[config.mk]
export PLATFORM = sky130hd
export DESIGN_NAME = layer1_maxpool
export DESIGN_NICKNAME = d
export VERILOG_FILES = /design/src/rtl/mnist_pkg.sv /design/src/rtl/pool_max2.sv /design/src/rtl/layer1_maxpool.sv
export SDC_FILE = /design/constraint.sdc
export NUM_CORES = 1
export LEC_CHECK = 0
export CAP_MARGIN = 15
export CORE_MARGIN = 2
export CORE_UTILIZATION = 60
export CTS_CLUSTER_DIAMETER = 100
export CTS_CLUSTER_SIZE = 30
export DETAILED_ROUTE_END_ITERATION = 8
export GPL_ROUTABILITY_DRIVEN = 0
export PLACE_DENSITY_LB_ADDON = 0.12
export SLEW_MARGIN = 20
export SYNTH_ARGS = -nofsm -noshare
export SYNTH_HDL_FRONTEND = slang
export SYNTH_SLANG_ARGS = --single-unit
[constraint.sdc]
create_clock -name clk -period 16.71 [get_ports clk]
set_input_delay 2.5065 -clock clk [delete_from_list [all_inputs] [get_ports clk]]
set_output_delay 2.5065 -clock clk [all_outputs]
set_load 0.02 [all_outputs]
[src/rtl/mnist_pkg.sv]
// rtl/mnist_pkg.sv - shared MNIST network dimensions and sample types
package mnist_pkg;

    localparam int DW          = 8;
    localparam int CONV1_CH    = 6;
    localparam int CONV1_OUT_W = 24;
    localparam int CONV1_OUT_H = 24;
    localparam int POOL1_OUT_W = CONV1_OUT_W / 2;
    localparam int POOL1_OUT_H = CONV1_OUT_H / 2;

    typedef logic signed [DW-1:0] sample_t;

endpackage

[src/rtl/pool_max2.sv]
// rtl/pool_max2.sv - combinational signed maximum of two samples
module pool_max2 #(
    parameter int W = 8
) (
    input  logic signed [W-1:0] a,
    input  logic signed [W-1:0] b,
    output logic signed [W-1:0] y
);

    // Full-width signed compare; equal inputs return either, so ties need no special case
    always_comb begin
        y = (a > b) ? a : b;
    end

endmodule

[src/rtl/layer1_maxpool.sv]
// rtl/layer1_maxpool.sv - 2x2 stride-2 streaming max-pool after conv1
module layer1_maxpool #(
    parameter int IN_W    = mnist_pkg::CONV1_OUT_W,
    parameter int IN_H    = mnist_pkg::CONV1_OUT_H,
    parameter int DW      = mnist_pkg::DW,
    parameter int RELU_EN = 0
) (
    input  logic                 clk,
    input  logic                 rst_n,
    input  logic                 valid_in,
    input  logic signed [DW-1:0] in_ch0,
    input  logic signed [DW-1:0] in_ch1,
    input  logic signed [DW-1:0] in_ch2,
    input  logic signed [DW-1:0] in_ch3,
    input  logic signed [DW-1:0] in_ch4,
    input  logic signed [DW-1:0] in_ch5,
    output logic signed [DW-1:0] pool_ch0,
    output logic signed [DW-1:0] pool_ch1,
    output logic signed [DW-1:0] pool_ch2,
    output logic signed [DW-1:0] pool_ch3,
    output logic signed [DW-1:0] pool_ch4,
    output logic signed [DW-1:0] pool_ch5,
    output logic                 pool_valid,
    output logic                 frame_done
);

    import mnist_pkg::*;

    localparam int CH       = CONV1_CH;
    localparam int XW       = $clog2(IN_W);
    localparam int YW       = $clog2(IN_H);
    localparam int LB_DEPTH = IN_W / 2;
    localparam int AW       = (LB_DEPTH > 1) ? $clog2(LB_DEPTH) : 1;

    // Raster position of the sample currently on the input
    logic [XW-1:0] x_q, x_d;
    logic [YW-1:0] y_q, y_d;
    logic          x_last, y_last;

    // Per-channel datapath: hold reg, horizontal max, line-buffer read, vertical max
    logic signed [DW-1:0] in_ch  [CH];
    logic signed [DW-1:0] h_q    [CH];
    logic signed [DW-1:0] h_d    [CH];
    logic signed [DW-1:0] m      [CH];
    logic signed [DW-1:0] lb_rd  [CH];
    logic signed [DW-1:0] v      [CH];
    logic signed [DW-1:0] pool_q [CH];
    logic signed [DW-1:0] pool_d [CH];

    logic pool_valid_q, pool_valid_d;
    logic frame_done_q, frame_done_d;

    // One entry per output column holding the half-pooled even row of all channels
    logic [CH*DW-1:0] linebuf_q [LB_DEPTH];
    logic [CH*DW-1:0] lb_wdata;
    logic [AW-1:0]    lb_addr;
    logic             lb_we;

    assign in_ch[0] = in_ch0;
    assign in_ch[1] = in_ch1;
    assign in_ch[2] = in_ch2;
    assign in_ch[3] = in_ch3;
    assign in_ch[4] = in_ch4;
    assign in_ch[5] = in_ch5;

    assign x_last  = (x_q == XW'(IN_W - 1));
    assign y_last  = (y_q == YW'(IN_H - 1));
    assign lb_addr = AW'(x_q >> 1);
    assign lb_we   = valid_in && x_q[0] && !y_q[0];

    for (genvar g = 0; g < CH; g++) begin : g_ch
        assign lb_rd[g]             = $signed(linebuf_q[lb_addr][g*DW +: DW]);
        assign lb_wdata[g*DW +: DW] = m[g];

        pool_max2 #(.W(DW)) u_hmax (
            .a (h_q[g]),
            .b (in_ch[g]),
            .y (m[g])
        );

        pool_max2 #(.W(DW)) u_vmax (
            .a (m[g]),
            .b (lb_rd[g]),
            .y (v[g])
        );
    end

    // Next-state: raster counters, hold regs and the registered pooled output
    always_comb begin
        x_d          = x_q;
        y_d          = y_q;
        pool_valid_d = valid_in && x_q[0] && y_q[0];
        frame_done_d = pool_valid_d && x_last && y_last;
        for (int c = 0; c < CH; c++) begin
            h_d[c]    = h_q[c];
            pool_d[c] = pool_q[c];
            if (valid_in && !x_q[0]) begin
                h_d[c] = in_ch[c];
            end
            if (pool_valid_d) begin
                pool_d[c] = ((RELU_EN != 0) && (v[c] < 0)) ? '0 : v[c];
            end
        end
        if (valid_in) begin
            if (x_last) begin
                x_d = '0;
                y_d = y_last ? '0 : y_q + 1'b1;
            end else begin
                x_d = x_q + 1'b1;
            end
        end
    end

    // State registers; reset discards any partial window mid-frame
    always_ff @(posedge clk or negedge rst_n) begin
        if (!rst_n) begin
            x_q          <= '0;
            y_q          <= '0;
            pool_valid_q <= 1'b0;
            frame_done_q <= 1'b0;
            for (int c = 0; c < CH; c++) begin
                h_q[c]    <= '0;
                pool_q[c] <= '0;
            end
        end else begin
            x_q          <= x_d;
            y_q          <= y_d;
            pool_valid_q <= pool_valid_d;
            frame_done_q <= frame_done_d;
            for (int c = 0; c < CH; c++) begin
                h_q[c]    <= h_d[c];
                pool_q[c] <= pool_d[c];
            end
        end
    end

    // Line buffer write on even rows; contents need no reset
    always_ff @(posedge clk) begin
        if (lb_we) begin
            linebuf_q[lb_addr] <= lb_wdata;
        end
    end

    assign pool_ch0   = pool_q[0];
    assign pool_ch1   = pool_q[1];
    assign pool_ch2   = pool_q[2];
    assign pool_ch3   = pool_q[3];
    assign pool_ch4   = pool_q[4];
    assign pool_ch5   = pool_q[5];
    assign pool_valid = pool_valid_q;
    assign frame_done = frame_done_q;

endmodule
# ---- Word level (Yosys, flattened, before mapping)
# Memories as Yosys holds them, arrays and structs flattened.
# Index checks and enable logic that the tools add are counted.
dict set report op_classes {
  n_addsub 2
  order_cmp 12
  eq_ne 2
  n_mux 16
  n_reduce_logical 9
}
# operator count
set ops {}
lappend ops {{> comparator 8 bit} 12}
lappend ops {{2-to-1 mux 8 bit} 12}
lappend ops {{adder 5 x 1 -> 5 bit (second input constant)} 2}
lappend ops {{equality test 5 bit (second input constant)} 2}
lappend ops {{2-to-1 mux 5 bit} 2}
lappend ops {{logical AND 1 bit} 6}
lappend ops {{logical NOT 1 bit} 2}
lappend ops {{2-to-1 mux 1 bit} 2}
lappend ops {{AND reduction 2 bit} 1}
dict set report word_totals {
  reg_bits 108
  ramBits 576
  inputBits 51
  output_inout_bits 50
  wordCells 58
  n_memories 1
}
# name words word_bits rd rd_ports_with_merged_regs write_ports line
set mem_list {}
lappend mem_list {linebuf_q 12 48 1 0 1 layer1_maxpool.sv:54} ;# logic [CH*DW-1:0] linebuf_q [LB_DEPTH];

# ---- Longest topological paths before layout
dict set report depth {
  word_depth 4
  depth_mapped 17
}

# ---- Cells and area by module
# Synthesis repeated with hierarchy kept, for this count alone.
dict set report hier_totals {
  hier_cells 1829
  hier_area_um2 30655.7
}
# module instances cells_per_inst area_per_inst_um2 seq_area_each_um2
set by_module_without_submodules {}
lappend by_module_without_submodules {layer1_maxpool 1 1349 26331.5 19999.2}
lappend by_module_without_submodules {pool_max2 12 40 360.3 0.0}

# ---- Least setup slack after synthesis
# No wires, ideal clock.
dict set report synth_path {
  path_kind {input-to-reg}
  startpoint {input port valid_in}
  endpoint {memory linebuf_q[0][0] (netlist bit) (enable)}
  t_arrival_ps 6305
  required_ps 16197
  path_slack_ps 9892
  cell_stages 3
  path_buffers 0
  path_cell_list {nand2_1 or4_1 nor3_1}
}
dict set report synth_between {
  elab_chain_cells 4
}
# item line
set synth_rtl {}
lappend synth_rtl {{start, declared} layer1_maxpool.sv:10} ;# input logic valid_in,
lappend synth_rtl {{logical AND 1 bit (2 in series)} layer1_maxpool.sv:69} ;# assign lb_we = valid_in && x_q[0] && !y_q[0];
lappend synth_rtl {{2-to-1 mux 1 bit} layer1_maxpool.sv:139} ;# if (lb_we) begin
lappend synth_rtl {{2-to-1 mux 1 bit (not written as such)} layer1_maxpool.sv:140} ;# linebuf_q[lb_addr] <= lb_wdata;
lappend synth_rtl {{end, declared} layer1_maxpool.sv:54}
# Every way passes these cells.

# ---- Worst setup path in the final report
dict set report layout_path {
  startpoint {input port in_ch1[3]}
  endpoint {register pool_q, in the netlist pool_ch1[3]}
}
dict set report layout_between {
  elab_chain_cells 4
}
# item line
set layout_rtl {}
lappend layout_rtl {{start, declared} layer1_maxpool.sv:12} ;# input logic signed [DW-1:0] in_ch1,
lappend layout_rtl {{> comparator 8 bit} pool_max2.sv:12} ;# y = (a > b) ? a : b;
lappend layout_rtl {{2-to-1 mux 8 bit} pool_max2.sv:12}
lappend layout_rtl {{via g_ch[1].u_hmax.y[5]} pool_max2.sv:7} ;# output logic signed [W-1:0] y
lappend layout_rtl {{> comparator 8 bit} pool_max2.sv:12}
lappend layout_rtl {{2-to-1 mux 8 bit} pool_max2.sv:12}
lappend layout_rtl {{end signal, assigned by index} layer1_maxpool.sv:132} ;# pool_q[c] <= pool_d[c];
lappend layout_rtl {{end, declared} layer1_maxpool.sv:47} ;# logic signed [DW-1:0] pool_q [CH];
# The timed path passes the listed nets, and every way through them passes these cells.
# A chain may end at the register's enable or synchronous reset.

==> run metrics <==
status complete, no violations; Synth Area in XOR/XNOR 0.05910%; CP cell instances clkdlybuf4s50_1 -> inv_1 -> ha_1 -> a21oi_1 -> o21ai_0 -> a221oi_1 -> mux2i_2 -> mux2i_1 -> inv_1 -> ha_1 -> a21o_1 -> a211oi_1 -> a21oi_1 -> o41ai_2 -> or2_2 -> o211ai_1; Syn-to-layout area delta 8.637%; critical path's largest stage delay between 600 and 700 ps; DRC errors left 0; Simple-Gate Fraction of Synth Area 5.277%; Post-Syn Nets just under 2000; top-count cell post-synth edfxtp_1; CTS Sinks 684; Slew HR 27.37%; Post-Synth Adder-Cell Area between 4 and 5%; Synth Area in Compound Gates 6.239%; ys async rst share around 16%; leakage 11.43 nW; DP Wirelength between 30000 and 40000 um; count of different cell masters after synthesis 69; number of flops mapped to enable cells by yosys 576; Max Fanout on Critical Path 13; IO Pins 101; share of the synthesized area in the top cell type 58.36%; hold_buf cts 0; Via density 6.242; clk slew on worst S/H paths 120 ps; Storage cell area ~0.02 mm2; Synth Flop Type edfxtp_1; kind of critical path in -> reg; Multi-input gate area 0.008939 mm2; # port buffers 100; multiplexer area fraction after synthesis 14.11%; fin area between 0.03 and 0.04 mm2; initial antenna violation count 2; layout cells sized above 1 14.86%; Placed Area 0.03136 mm2; CTS tree yes; starting density of the core 60.68%; total CTS buffers 27; gr usage total about a quarter; fmax about 150 MHz; initial DRC count 1336; synth warn 0; HP Class reg -> reg; ranking of synthesized cells by area edfxtp_1 (58%), mux4_2 (11%), dfrtp_1 (9.1%), ha_1 (4.1%), mux2i_1 (2.3%); Fill cells 3431; drt wl/cell 23.74 um; Root Driver clkbuf_16; first-pass GRT wire length between 90000 and 100000 um; Setup Fix Bufs, Post-CTS 0; Layout Cells excl Fill between 2000 and 3000; first drt pass iteration count 7; total power 5.275 mW; clock buffer depth 3; #FFs+latches synth roughly 680; Total Wirelength 60840 um; die footprint 0.05119 mm2; Yosys top cell by area edfxtp_1; Least-Margin Pin Slew 1087 ps; Avg Cell Area, Syn 16.48 um2; Clk Latency, worst-skew pair roughly 610 ps; floorplan row count about 80; crit path launch type input port; endpoints failing hold 0; largest net degree at the start of global routing 92; setup_tns 0 ps; die height 226.3 um; Cell Pwr Density 163.8 mW/mm2; Die X around 230 um; H-tree levels 1; RSZ-0062 raised after global routing false; Synth Cell Area 0.02964 mm2; remaining global-route overflow 0; worst endpoint data arrival time 7250 ps; max-cap viol count 0; placed insts 2513; Seq/Total Area, Yosys between 60% and 70%; Tmin final slightly below 7000 ps; Worst setup EP type flop; Clock Skew 25.39 ps; synth cell count leaders edfxtp_1 (576), mux4_2 (139), nand2_1 (124); fin nets 2027; Antenna Nets Post-Route 0; Slew Viols, Final 0; vias in the first global route 16290; Synth Instances 1798; slowest cell on the critical path mux2i_2; Peak supply drop 0.1152 mV; Setup Viol. Count Final 0; Tcrit/Tclk final between 40% and 50%; Critical Path RT ~17000 ps; Core Box Area a little under 0.05 mm2; via count 16000; Post-CTS Resized 0; combinational family with the most area after synthesis multiplexers
-- registers in the layout (all words and copies together), names as in the netlist --
signal	cells
pool_ch0	8
y_q	5
h_q	48
pool_ch2	8
pool_ch5	8
pool_ch3	8
frame_done	1
x_q	5
pool_ch4	8
linebuf_q	576
pool_ch1	8
pool_valid	1
-- worst max-delay path: cells and delay by family --
kind | cells | cell delay [ps]
muxes | 2 | 1020
buffers and inverters | 3 | 770
adders and majority gates | 2 | 670
AOI/OAI and AO/OA | 8 | 1950
and+or+nand+nor | 1 | 320
-- power by group --
group,switching [mW],internal (mW)
combinational,1.20,0.891
clock,0.501,0.339
sequential,0.156,2.19
total,1.86,3.42
-- placed cells by master (no fill, tap or decap), drive strengths merged, types with 38 or more instances in the layout --
master         count
edfxtp           576
mux4             144
nand2            124
dfrtp            108
clkdlybuf4s50     99
ha                98
inv               93
o21ai             87
a21oi             80
mux2i             68
nor2              64
clkbuf            45
nand3             38
-- cell families after synthesis --
kind of cell,after synthesis
multiplexers,233
flip-flops,684
adder cells (fa/ha/maj),98
AND/OR/NAND/NOR,326
XOR/XNOR,2
buffers and inverters,173
AO/OA/AOI/OAI,282
-- cell type report --
class                      count  area share (%)
sequential                   684           62.16
timing repair buffer         131           3.824
multi-input combinational    941           27.76
antenna                        1        0.007772
clock buffer                  45           2.386
clock inverter                 4          0.2021
inverter                      93           1.084
tap                          664           2.580
-- routing by layer --
layer	GRT usage (%)	vias to the layer above	share of wire (%)
li1	-	7181	-
met1	36.71	8321	44
met2	40.17	430	49
met3	2.644	67	5.3
met4	4.839	0	1.7
met5	0	-	0
-- metrics by stage --
step	hold slack (ps)	worst slack (ps)	util, %
final	519.7	9941	65.92
after global routing	549.2	9626	65.92
after CTS	524.7	9981	65.90
after detailed placement	495.6	9322	64.19
after global placement	486.9	9545	64.19
after floorplan	469.0	9892	-
-- final timing paths --
path	startpoint	to	slack, ps	depth (start not counted)
setup / recovery	in_ch1[3]	pool_ch1[3]	9940	16
hold / removal	pool_ch3[2]	pool_ch3[2]	520	2
setup reg to reg	x_q[1]	pool_ch3[0]	10590	14
hold reg to reg	pool_ch3[2]	pool_ch3[2]	520	2
max in group asynchronous	rst_n	x_q[3]	13350	2
min in group asynchronous	rst_n	pool_ch1[0]	1940	1
Note: power is estimated with default switching activity, not from simulation.
